===== src/rtl/water_level_encoder.sv =====
// Water-level probe encoder: synchronise, debounce and thermometer-decode three probes into a 2-bit level code.
// Optional build macro WATER_LEVEL_STEP_LIMIT_EN limits each commit to a single level step.
module water_level_encoder #(
   parameter int DEBOUNCE_CYCLES = 1000
) (
   input  logic       clk,
   input  logic       reset_n,
   input  logic       probe_low,
   input  logic       probe_mid,
   input  logic       probe_high,
   output logic [1:0] data,
   output logic       level_valid,
   output logic       fault,
   output logic       changed
);

   localparam int              CW     = $clog2(DEBOUNCE_CYCLES);
   localparam logic [CW-1:0]   N_LAST = CW'(DEBOUNCE_CYCLES - 1);

   logic [2:0]    r_sync1;
   logic [2:0]    r_sync2;
   logic [2:0]    r_cand;
   logic [CW-1:0] r_cnt;
   logic [1:0]    r_data;
   logic          r_valid;
   logic          r_fault;
   logic          r_changed;

   logic          w_commit;
   logic          w_pat_ok;
   logic [1:0]    w_target;
   logic [1:0]    w_next_data;
   logic          w_restart;

   assign w_commit = (r_sync2 == r_cand) && (r_cnt == N_LAST);

   always_comb begin
      w_pat_ok = 1'b1;
      w_target = r_data;
      case (r_cand)
         3'b000:  w_target = 2'b00;
         3'b001:  w_target = 2'b01;
         3'b011:  w_target = 2'b10;
         3'b111:  w_target = 2'b11;
         default: w_pat_ok = 1'b0;
      endcase
   end

`ifdef WATER_LEVEL_STEP_LIMIT_EN
   // Move one level per commit; re-arm the full debounce period until the target is reached.
   always_comb begin
      w_next_data = r_data;
      if (w_target > r_data)
         w_next_data = r_data + 2'd1;
      else if (w_target < r_data)
         w_next_data = r_data - 2'd1;
   end
   assign w_restart = w_commit && w_pat_ok && (w_next_data != w_target);
`else
   assign w_next_data = w_target;
   assign w_restart   = 1'b0;
`endif

   always_ff @(posedge clk or negedge reset_n) begin
      if (!reset_n) begin
         r_sync1 <= 3'b000;
         r_sync2 <= 3'b000;
      end else begin
         r_sync1 <= {probe_high, probe_mid, probe_low};
         r_sync2 <= r_sync1;
      end
   end

   always_ff @(posedge clk or negedge reset_n) begin
      if (!reset_n) begin
         r_cand <= 3'b000;
         r_cnt  <= '0;
      end else if (r_sync2 != r_cand) begin
         r_cand <= r_sync2;
         r_cnt  <= '0;
      end else if (r_cnt != N_LAST) begin
         r_cnt  <= r_cnt + 1'b1;
      end else if (w_restart) begin
         r_cnt  <= '0;
      end
   end

   // Saturated counter re-commits every cycle; changed only fires when something visible moves.
   always_ff @(posedge clk or negedge reset_n) begin
      if (!reset_n) begin
         r_data    <= 2'b00;
         r_valid   <= 1'b0;
         r_fault   <= 1'b0;
         r_changed <= 1'b0;
      end else begin
         r_changed <= 1'b0;
         if (w_commit) begin
            if (w_pat_ok) begin
               r_data    <= w_next_data;
               r_valid   <= 1'b1;
               r_fault   <= 1'b0;
               r_changed <= (w_next_data != r_data) || !r_valid;
            end else begin
               r_fault   <= 1'b1;
            end
         end
      end
   end

   assign data        = r_data;
   assign level_valid = r_valid;
   assign fault       = r_fault;
   assign changed     = r_changed;

endmodule


===== config.mk =====
export PLATFORM = sky130hd
export DESIGN_NAME = water_level_encoder
export DESIGN_NICKNAME = d
export VERILOG_FILES = /design/src/rtl/water_level_encoder.sv
export SDC_FILE = /design/constraint.sdc
export NUM_CORES = 1
export LEC_CHECK = 0
export CAP_MARGIN = 20
export CORE_AREA = 2 2 48 50
export CTS_CLUSTER_SIZE = 14
export DETAILED_ROUTE_END_ITERATION = 8
export DIE_AREA = 0 0 50 52
export GPL_TIMING_DRIVEN = 0
export PLACE_DENSITY = 0.71
export SYNTH_ARGS = -nofsm -noshare
export SYNTH_HDL_FRONTEND = slang
export SYNTH_SLANG_ARGS = --single-unit

===== constraint.sdc =====
create_clock -name clk -period 2.8 [get_ports clk]
set_input_delay 0.56 -clock clk [delete_from_list [all_inputs] [get_ports clk]]
set_output_delay 0.56 -clock clk [all_outputs]
set_load 0.02 [all_outputs]

==> reports/qor.yml, run 1 <==
outcome: "completed"
post-route-period-util: 0.707
grt_max_degree: 25
first_iter_violations: 5
syn-num-nets: 107
met2WireLength_um: 928
post_synth_inst_count: 101
finalNetCount: 122
synth.cell_area_sq_mm: 0.00107
holdPathStages: 0
worst_ir_drop_vdd_v: 0.000354
num_antenna_cells: 0
remaining_drc_errors: 0
avgViaCountPerCell: 5.27
reg2reg_setup_slack_ns: 1.01
first_global_vias: 770
total_leakage_power_nw: 0.507
cts_hold_repair.buffers: 0
number_of_setup_violations_in_the_final_report: 0
worst-endpoint-arrival_ns: 1.42
proportion_of_layout_cells_with_a_drive_suffix_above_1: 0.0702
crit_slowest_cell: "sky130_fd_sc_hd__clkdlybuf4s50_1"
cp-end-kind: "output port"
clock_path_buffers: 2
crit_path_cell_trace: "clkdlybuf4s50_1"
i_o_pin_count: 10
highest_count_cells_in_the_layout_ignoring_fill_and_taps: "24 x sky130_fd_sc_hd__dfrtp_1, 10 x sky130_fd_sc_hd__nor2_1, 9 x sky130_fd_sc_hd__clkdlybuf4s50_1, 8 x sky130_fd_sc_hd__nand3_1, 8 x sky130_fd_sc_hd__nor3_1"
ys_seq_area_frac: 0.561
powerDensity_mw_per_mm2: 436
clock_tree.root_cell: "sky130_fd_sc_hd__clkbuf_4"
post-layout-total-power_mw: 0.538
stdcell_count: 142
antenna_violating_nets_remaining: 0
place.port_buffers: 9
slew_headroom: 0.600
commonest_register_cell_after_synthesis: "sky130_fd_sc_hd__dfrtp_1"
route.met3.wl_um: 44
syn-mean-instance-area_sq_um: 10.6
setup.worst_path.class: "reg -> out"
clkLatencyLatePin_ns: 0.30
worst_r2r_path_depth: 6
timing.final.crit_period_ns: 1.98
post_synth_num_cell_types: 30
postCtsResizedCells: 0
worstPathMaxFanout: 7
numCtsBuffers: 3
worst-endpoint-required_ns: 2.24
synth-warning-count: 0
regToRegStartpoint: "r_cnt[0]"
start_util: 0.509
synth-async-reset-ratio: 1.00
timing.hold.worst.class: "reg -> reg"
rsz0062_at_grt: "false"
post_cts.repair.setup_buffers: 0
die_area_sq_mm: 0.00260
hold-path-endpoint: "r_sync2[1]"
place.gp.congestion: 0.838
horizontal_die_dimension_um: 50
wirelength_met1_um: 876
hold_ws_ns: 0.361
number_of_vias_after_detailed_routing: 748
ys_seq_elements: 24
max_clock_freq_ghz: 0.505
track_usage: 0.176
post-place-cells: 138
critical_path_buf_inv_count: 1
rows: 17
worst_pin_slew_ns: 0.598
avgRoutedWirePerCell_um: 13.1
die_height_um: 52
holdCritStartpoint: "r_sync1[1]"
timing.clock.skew_ns: 0.00752
global_route_wire_length_before_repair_um: 3390
post_synth_edffs: 0
cts-htree-levels: 1
cap_viol_max_count: 0
grt_antenna_before_repair: 0
drtPass1Iterations: 5
timing.critical_path.from_type: "flip-flop"
hpwl_um: 1340
crit_family: "buffers and inverters"
clkTransAtPathRegs_ns: 0.11
hold_viol_final: 0
grt_remaining_overflow: 0
slew_violations: 0
final_common_cell: "sky130_fd_sc_hd__dfrtp_1"
clock_tree_from_tritoncts: "done"
top_layer_used: "met4"
route.final.wire_length_um: 1860
reg2reg_to: "level_valid"
cts.sinks: 24
coreArea_sq_mm: 0.00211
sum_of_negative_setup_slack_ns: 0
area.growth.synth_to_final_pct: 15.2
critPathMaxStageDelay_ns: 0.65
cells in the mapped netlist (all sizes together), types with 2 or more instances:
master / instances / share of area
a21oi: 5 / 0.023
nor2: 10 / 0.035
nand3: 8 / 0.037
xor2: 4 / 0.033
or2: 2 / 0.012
nor3: 8 / 0.037
nand2b: 2 / 0.012
inv: 2 / 0.0070
dfrtp: 24 / 0.56
buf: 2 / 0.015
nand2: 4 / 0.014
or3: 5 / 0.029
xnor2: 4 / 0.033
clkbuf: 4 / 0.014
nor2b: 2 / 0.012
o21ai: 3 / 0.014
sequential cells by signal (all words and copies together) (netlist names):
register and count:
data 2, changed 1, r_sync1 3, r_sync2 3, level_valid 1, r_cnt 10, r_cand 3, fault 1
layer usage:
layer	GRT usage	vias up
li1	-	377
met2	0.285	12
met3	0.0345	2
met1	0.226	357
met5	0	-
met4	0.0880	0
per-stage QoR:
stage | instance area [sq um] | util | worst slack (ns)
4_1_cts | 1220 | 0.579 | 0.801
6_report | 1230 | 0.586 | 0.820
5_1_grt | 1230 | 0.586 | 0.757
2_1_floorplan | 1070 | - | 1.16
3_3_place_gp | 1200 | 0.568 | 0.968
3_5_place_dp | 1200 | 0.568 | 0.950
cell families (layout without fill, tap and decap cells):
family / after synthesis / in the layout / synth area share
adders and majority gates: 1 / 1 / 0.0117
xor gates and xnor gates: 8 / 8 / 0.0654
and+or+nand+nor: 46 / 46 / 0.244
muxes: 1 / 1 / 0.00935
buffers and inverters: 8 / 21 / 0.0362
DFF: 24 / 24 / 0.561
AOI/OAI and AO/OA: 13 / 13 / 0.0724
how the worst max path moves through the flow:
stage	start	to	slack (ns)	depth (start not counted)
floorplan	r_cnt[0]	fault	1.16	6
global placement	reset_n	r_sync2[0]	0.97	1
detailed placement	reset_n	r_sync1[1]	0.95	1
CTS	data[0]	data[0]	0.80	1
global route	data[0]	data[0]	0.76	1
finish	data[0]	data[0]	0.82	1
final cells by class:
| cell class | count | area (sq um) |
|---|---|---|
| fillers | 189 | 872 |
| flip-flops and latches | 24 | 601 |
| multi-input cells | 69 | 432 |
| repair buffers | 10 | 105 |
| well taps | 28 | 35.0 |
| plain buffers | 6 | 31.3 |
| clock buffers | 3 | 22.5 |
| inverters | 2 | 7.51 |
where the power goes:
part | total, mW | switching [mW] | internal, mW
clock network | 0.139 | 0.0892 | 0.0501
logic | 0.0380 | 0.0214 | 0.0165
registers | 0.361 | 0.00632 | 0.354
(Power assumes the default switching activity.)
==> inputs of run 2 (changes only) <==
CORE_AREA = 2 2 50 52   (was 2 2 48 50)
DIE_AREA = 0 0 52 54   (was 0 0 50 52)
PLACE_DENSITY = 0.69   (was 0.71)
clock period = 1.8 ns   (was 2.8 ns; I/O delays follow)
==> reports/qor.yml, run 2 (synthesized netlist as in run 1, its figures left out) <==
outcome: "completed"  # unchanged
area.growth.synth_to_final_pct: 21.0  # was 15.2%
die_height_um: 54  # was 52 um
clkLatencyLatePin_ns: 0.30  # about the same
horizontal_die_dimension_um: 52  # was 50 um
timing.clock.skew_ns: 0.00384  # was 0.00752 ns
clock_tree_from_tritoncts: "done"  # unchanged
worstPathMaxFanout: 6  # was 7
reg2reg_to: "level_valid"  # unchanged
holdPathStages: 0  # unchanged
rows: 18  # was 17
place.port_buffers: 9  # unchanged
max_clock_freq_ghz: 0.593
highest_count_cells_in_the_layout_ignoring_fill_and_taps: "24 x sky130_fd_sc_hd__dfrtp_1, 10 x sky130_fd_sc_hd__nor2_1, 8 x sky130_fd_sc_hd__nand3_1, 7 x sky130_fd_sc_hd__nor3_1, 7 x sky130_fd_sc_hd__clkdlybuf4s50_1"  # was 24 x sky130_fd_sc_hd__dfrtp_1, 10 x sky130_fd_sc_hd__nor2_1, 9 x sky130_fd_sc_hd__clkdlybuf4s50_1, 8 x sky130_fd_sc_hd__nand3_1, 8 x sky130_fd_sc_hd__nor3_1
proportion_of_layout_cells_with_a_drive_suffix_above_1: 0.113  # was 0.0702
critPathMaxStageDelay_ns: 0.46  # was 0.65 ns
place.gp.congestion: 0.797  # was 0.838
global_route_wire_length_before_repair_um: 3020  # was 3390 um
avgRoutedWirePerCell_um: 12.0  # was 13.1 um
first_iter_violations: 12  # was 5
slew_violations: 0  # unchanged
rsz0062_at_grt: "false"  # unchanged
num_antenna_cells: 0  # unchanged
portion_of_total_power_attributed_to_sequential_cells: 0.561  # was 0.671
antenna_violating_nets_remaining: 0  # unchanged
worst-endpoint-arrival_ns: 1.94  # was 1.42 ns
powerDensity_mw_per_mm2: 773  # was 436 mW/mm^2
worst_pin_slew_ns: 0.534  # was 0.598 ns
placed_cell_area_sq_mm: 0.00120  # about the same
grt_remaining_overflow: 0  # unchanged
hold-path-endpoint: "r_sync2[2]"  # was r_sync2[1]
clock_path_buffers: 2  # unchanged
clkTransAtPathRegs_ns: 0.13  # was 0.11 ns
largest_reg_flops: 10  # unchanged
cp-end-kind: "flip-flop"  # was output port
regToRegStartpoint: "r_cnt[3]"  # was r_cnt[0]
worst_ir_drop_vdd_v: 0.000569  # was 0.000354 V
holdCritStartpoint: "r_sync1[2]"  # was r_sync1[1]
post_cts.repair.setup_buffers: 0  # unchanged
post-route-period-util: 0.937
combPwrFrac: 0.063  # was 0.071
number_of_setup_violations_in_the_final_report: 0  # unchanged
power.switching_fraction: 0.197  # was 0.217
drtPass1Iterations: 4  # was 5
cts.sinks: 24  # unchanged
track_usage: 0.148  # was 0.176
largest-register: "r_cnt"  # unchanged
post-layout-total-power_mw: 1.00  # was 0.538 mW
internal_power_mw: 0.805  # was 0.421 mW
setup.worst_path.class: "reg -> reg"  # was reg -> out
die_area_sq_mm: 0.00281  # was 0.00260 sq mm
i_o_pin_count: 10  # unchanged
first_global_vias: 708  # was 770
cts_hold_repair.buffers: 0  # unchanged
grt_antenna_before_repair: 0  # unchanged
start_util: 0.462  # was 0.509
route.final.wire_length_um: 1740  # was 1860 um
worst-endpoint-required_ns: 2.06  # was 2.24 ns
finalNetCount: 122  # unchanged
cap_viol_max_count: 0  # unchanged
stdcell_area_sq_mm: 0.00130  # was 0.00123 sq mm
numCtsBuffers: 3  # unchanged
worst_r2r_path_depth: 5  # was 6
final_common_cell: "sky130_fd_sc_hd__dfrtp_1"  # unchanged
clock_tree.root_cell: "sky130_fd_sc_hd__clkbuf_4"  # unchanged
avgViaCountPerCell: 5.21  # was 5.27
net-switching-power_mw: 0.197  # was 0.117 mW
slew_headroom: 0.641  # was 0.600
coreArea_sq_mm: 0.00232  # was 0.00211 sq mm
timing.critical_path.from_type: "flip-flop"  # unchanged
fillCellCount: 206  # was 189
hold_viol_final: 0  # unchanged
timing.hold.worst.class: "reg -> reg"  # unchanged
reg2reg_setup_slack_ns: 0.11  # was 1.01 ns
number_of_vias_after_detailed_routing: 755  # was 748
crit_slowest_cell: "sky130_fd_sc_hd__dfrtp_1"  # was sky130_fd_sc_hd__clkdlybuf4s50_1
total_leakage_power_nw: 0.560  # was 0.507 nW
finalWorstSetupSlack_ns: 0.113  # was 0.820 ns
timing.final.crit_period_ns: 1.69
crit_path_cell_trace: "nand4bb_1, or3_1, buf_6, nor4b_4, or2_1"  # was clkdlybuf4s50_1
dp_worst_setup_slack_ns: 0.0445  # was 0.950 ns
grt_max_degree: 25  # unchanged
hpwl_um: 1270  # was 1340 um
postCtsResizedCells: 0  # unchanged
power.clock.fraction: 0.376  # was 0.259
cts-htree-levels: 1  # unchanged
remaining_drc_errors: 0  # unchanged
sum_of_negative_setup_slack_ns: 0  # unchanged
-- run 2: cell types whose count changed in the layout (fill, tap and decap cells not counted) --
cell	delta
sky130_fd_sc_hd__clkdlybuf4s50_1	-2
sky130_fd_sc_hd__dlymetal6s2s_1	+2
sky130_fd_sc_hd__bufinv_16	+1
sky130_fd_sc_hd__ha_1	-1
sky130_fd_sc_hd__ha_4	+1
sky130_fd_sc_hd__nand2_1	-1
sky130_fd_sc_hd__nand2_2	+1
sky130_fd_sc_hd__nor3_1	-1
sky130_fd_sc_hd__nor3_2	+1
sky130_fd_sc_hd__or3_1	-1
sky130_fd_sc_hd__or3_4	+1
-- run 2: routing by layer --
metal  vias up  GRT usage  wire length, um
met1       367      0.189              841
met2         8      0.241              840
met3         2     0.0333               47
met4         0     0.0658               13
li1        378          -                -
met5         -          0                0
-- run 2: final cells by class --
| cell class | count | area [sq um] | share of cell area |
|---|---|---|---|
| multi-input cells | 69 | 457 | 0.352 |
| clock inverters | 1 | 30.0 | 0.0232 |
| plain buffers | 6 | 31.3 | 0.0241 |
| clock buffers | 3 | 22.5 | 0.0174 |
| repair buffers | 10 | 110 | 0.0849 |
| inverters | 2 | 7.51 | 0.00579 |
| flip-flops and latches | 24 | 601 | 0.463 |
| well taps | 30 | 37.5 | 0.0290 |
-- run 2: worst max path at each step --
stage / depth (start not counted) / end / startpoint
floorplan: 6 / fault / r_cnt[0]
global placement: 6 / data[1] / r_cnt[0]
detailed placement: 6 / level_valid / r_cnt[0]
CTS: 1 / data[1] / data[1]
global route: 5 / r_cnt[2] / r_cand[2]
finish: 5 / level_valid / r_cnt[3]
-- run 2: critical path, delay by kind of cell (launching register included) --
kind	cells	cell delay [ns]
simple gates	4	1.03
flops	1	0.46
buf+inv	1	0.15
-- run 2: through the flow --
step                      hold slack, ns  std cells  utilization
after CTS                          0.368        144        0.539
after detailed placement           0.337        140        0.517
after global routing               0.378        145        0.559
after global placement             0.332        140        0.517
after floorplan                   0.0644        101            -
final                              0.364        145        0.559
-- run 2: power by group through the flow --
stage	combinational (mW)	sequential (mW)	clock, mW
5_1_grt	0.0712	0.565	0.417
2_1_floorplan	0.0315	0.570	0
6_report	0.0633	0.562	0.376
3_3_place_gp	0.0549	0.571	0
4_1_cts	0.0570	0.562	0.395
3_5_place_dp	0.0571	0.572	0
==> inputs of run 3 (changes only) <==
CORE_AREA = 2 2 42 63   (was 2 2 50 52)
DIE_AREA = 0 0 44 65   (was 0 0 52 54)
PLACE_DENSITY = 0.67   (was 0.69)
==> reports/qor.yml, run 3 (synthesized netlist as in run 1, its figures left out) <==
reg2reg_to: "level_valid"  # unchanged
number_of_vias_after_detailed_routing: 782  # was 755
portion_of_total_power_attributed_to_sequential_cells: 0.622  # was 0.561
i_o_pin_count: 10  # unchanged
timing.hold.worst.class: "reg -> reg"  # unchanged
hpwl_um: 1340  # was 1270 um
clock_tree_from_tritoncts: "done"  # unchanged
outcome: "completed"  # unchanged
start_util: 0.452  # was 0.462
worst_pin_slew_ns: 0.626  # was 0.534 ns
fillCellCount: 209  # was 206
place.gp.congestion: 0.739  # was 0.797
finalWorstSetupSlack_ns: 0.119  # was 0.113 ns
placed_cell_area_sq_mm: 0.00119  # was 0.00120 sq mm
clock_tree.root_cell: "sky130_fd_sc_hd__clkbuf_4"  # unchanged
global_route_wire_length_before_repair_um: 3420  # was 3020 um
route.final.wire_length_um: 1950  # was 1740 um
remaining_drc_errors: 0  # unchanged
horizontal_die_dimension_um: 44  # was 52 um
powerDensity_mw_per_mm2: 704  # was 773 mW/mm^2
hold-path-endpoint: "r_sync2[2]"  # unchanged
holdPathStages: 0  # unchanged
max_clock_freq_ghz: 0.595  # was 0.593 GHz
hold_viol_final: 0  # unchanged
timing.critical_path.from_type: "flip-flop"  # unchanged
post-layout-total-power_mw: 0.905  # was 1.00 mW
drtPass1Iterations: 4  # unchanged
worst-endpoint-required_ns: 2.06  # about the same
rows: 22  # was 18
clkTransAtPathRegs_ns: 0.13  # about the same
finalNetCount: 123  # was 122
highest_count_cells_in_the_layout_ignoring_fill_and_taps: "24 x sky130_fd_sc_hd__dfrtp_1, 10 x sky130_fd_sc_hd__nor2_1, 8 x sky130_fd_sc_hd__nand3_1, 7 x sky130_fd_sc_hd__nor3_1, 7 x sky130_fd_sc_hd__clkdlybuf4s50_1"  # unchanged
reg2reg_setup_slack_ns: 0.12  # was 0.11 ns
cp-end-kind: "flip-flop"  # unchanged
net-switching-power_mw: 0.202  # was 0.197 mW
slew_violations: 0  # unchanged
post-route-period-util: 0.934  # was 0.937
regToRegStartpoint: "r_cnt[3]"  # unchanged
met3_usage: 0.0167  # was 0.0333
met1_usage: 0.179  # was 0.189
first_global_vias: 805  # was 708
slew_headroom: 0.582  # was 0.641
timing.final.crit_period_ns: 1.68  # was 1.69 ns
worst_r2r_path_depth: 5  # unchanged
timing.clock.skew_ns: 0.00490  # was 0.00384 ns
coreArea_sq_mm: 0.00237  # was 0.00232 sq mm
worst-endpoint-arrival_ns: 1.94  # about the same
largest_reg_flops: 10  # unchanged
num_antenna_cells: 0  # unchanged
grt_remaining_overflow: 0  # unchanged
number_of_setup_violations_in_the_final_report: 0  # unchanged
numCtsBuffers: 3  # unchanged
die_height_um: 65  # was 54 um
total_leakage_power_nw: 0.560  # about the same
clock_path_buffers: 2  # unchanged
holdCritStartpoint: "r_sync1[2]"  # unchanged
clkLatencyLatePin_ns: 0.31  # was 0.30 ns
place.port_buffers: 9  # unchanged
power.clock.fraction: 0.307  # was 0.376
combPwrFrac: 0.070  # was 0.063
stdcell_area_sq_mm: 0.00128  # was 0.00130 sq mm
grt_antenna_before_repair: 0  # unchanged
die_area_sq_mm: 0.00286  # was 0.00281 sq mm
rsz0062_at_grt: "false"  # unchanged
cap_viol_max_count: 0  # unchanged
first_iter_violations: 14  # was 12
avgViaCountPerCell: 5.59  # was 5.21
sum_of_negative_setup_slack_ns: 0  # unchanged
power.switching_fraction: 0.223  # was 0.197
final_common_cell: "sky130_fd_sc_hd__dfrtp_1"  # unchanged
track_usage: 0.158  # was 0.148
grt_max_degree: 25  # unchanged
area.growth.synth_to_final_pct: 20.0  # was 21.0%
worstPathMaxFanout: 6  # unchanged
largest-register: "r_cnt"  # unchanged
proportion_of_layout_cells_with_a_drive_suffix_above_1: 0.129  # was 0.113
antenna_violating_nets_remaining: 0  # unchanged
internal_power_mw: 0.703  # was 0.805 mW
cts-htree-levels: 1  # unchanged
dp_worst_setup_slack_ns: 0.0185  # was 0.0445 ns
worst_ir_drop_vdd_v: 0.000439  # was 0.000569 V
avgRoutedWirePerCell_um: 13.9  # was 12.0 um
worst_setup_path_startpoint: "r_cnt[3]"  # unchanged
grt-busiest-layer: "met2"  # unchanged
grt.met2_usage: 0.281  # was 0.241
setup.worst_path.class: "reg -> reg"  # unchanged
cts.sinks: 24  # unchanged
==> run 3: final cells by class <==
| type | instances | area [sq um] | area share |
|---|---|---|---|
| Timing Repair Buffer | 12 | 125 | 0.0974 |
| Inverter | 2 | 7.51 | 0.00584 |
| Buffer | 5 | 27.5 | 0.0214 |
| Clock buffer | 4 | 36.3 | 0.0282 |
| Multi-Input combinational cell | 69 | 458 | 0.356 |
| Tap cell | 24 | 30.0 | 0.0234 |
| Sequential cell | 24 | 601 | 0.467 |
==> run 3: worst max path at each step <==
stage | endpoint | depth (start not counted) | slack [ns]
3_5_place_dp | fault | 6 | 0.02
4_1_cts | level_valid | 6 | 0.02
6_report | level_valid | 5 | 0.12
3_3_place_gp | fault | 6 | 0.05
2_1_floorplan | fault | 6 | 0.16
5_1_grt | level_valid | 6 | 0.009
==> run 3: through the flow <==
step                      hold slack, ns  utilization  instances
after floorplan                   0.0644            -        101
after global placement             0.332        0.503        134
after detailed placement           0.340        0.503        134
after CTS                          0.370        0.522        139
after global routing               0.374        0.543        140
final                              0.365        0.543        140
==> run 3: worst max-delay path: stages (launching register included) <==
cell and delay (ns):
sky130_fd_sc_hd__dfrtp_1 0.45, sky130_fd_sc_hd__nand4bb_4 0.26, sky130_fd_sc_hd__or3_1 0.37, sky130_fd_sc_hd__buf_6 0.15, sky130_fd_sc_hd__nor4b_4 0.28, sky130_fd_sc_hd__or2_1 0.13
==> run 3: power by group through the flow <==
stage,clock network (mW),registers (mW),logic [mW]
CTS,0.287,0.561,0.0617
finish,0.278,0.563,0.0637
global route,0.309,0.565,0.0709
detailed placement,0,0.572,0.0579
global placement,0,0.571,0.0559
floorplan,0,0.570,0.0315
==> run 3: repair_timing <==
item,4_1_cts,5_1_grt
gates resized for setup,0,6
setup buffers,1,1
hold buffers,0,0
hold endpoints to repair,0,0
endpoints found under the setup margin,2,11
==> run 3: routing by layer <==
layer  routed length (um)  part of all wire
met4                   51             0.026
met1                  838              0.43
met5                    0                 0
met3                   47             0.024
met2                 1010              0.52
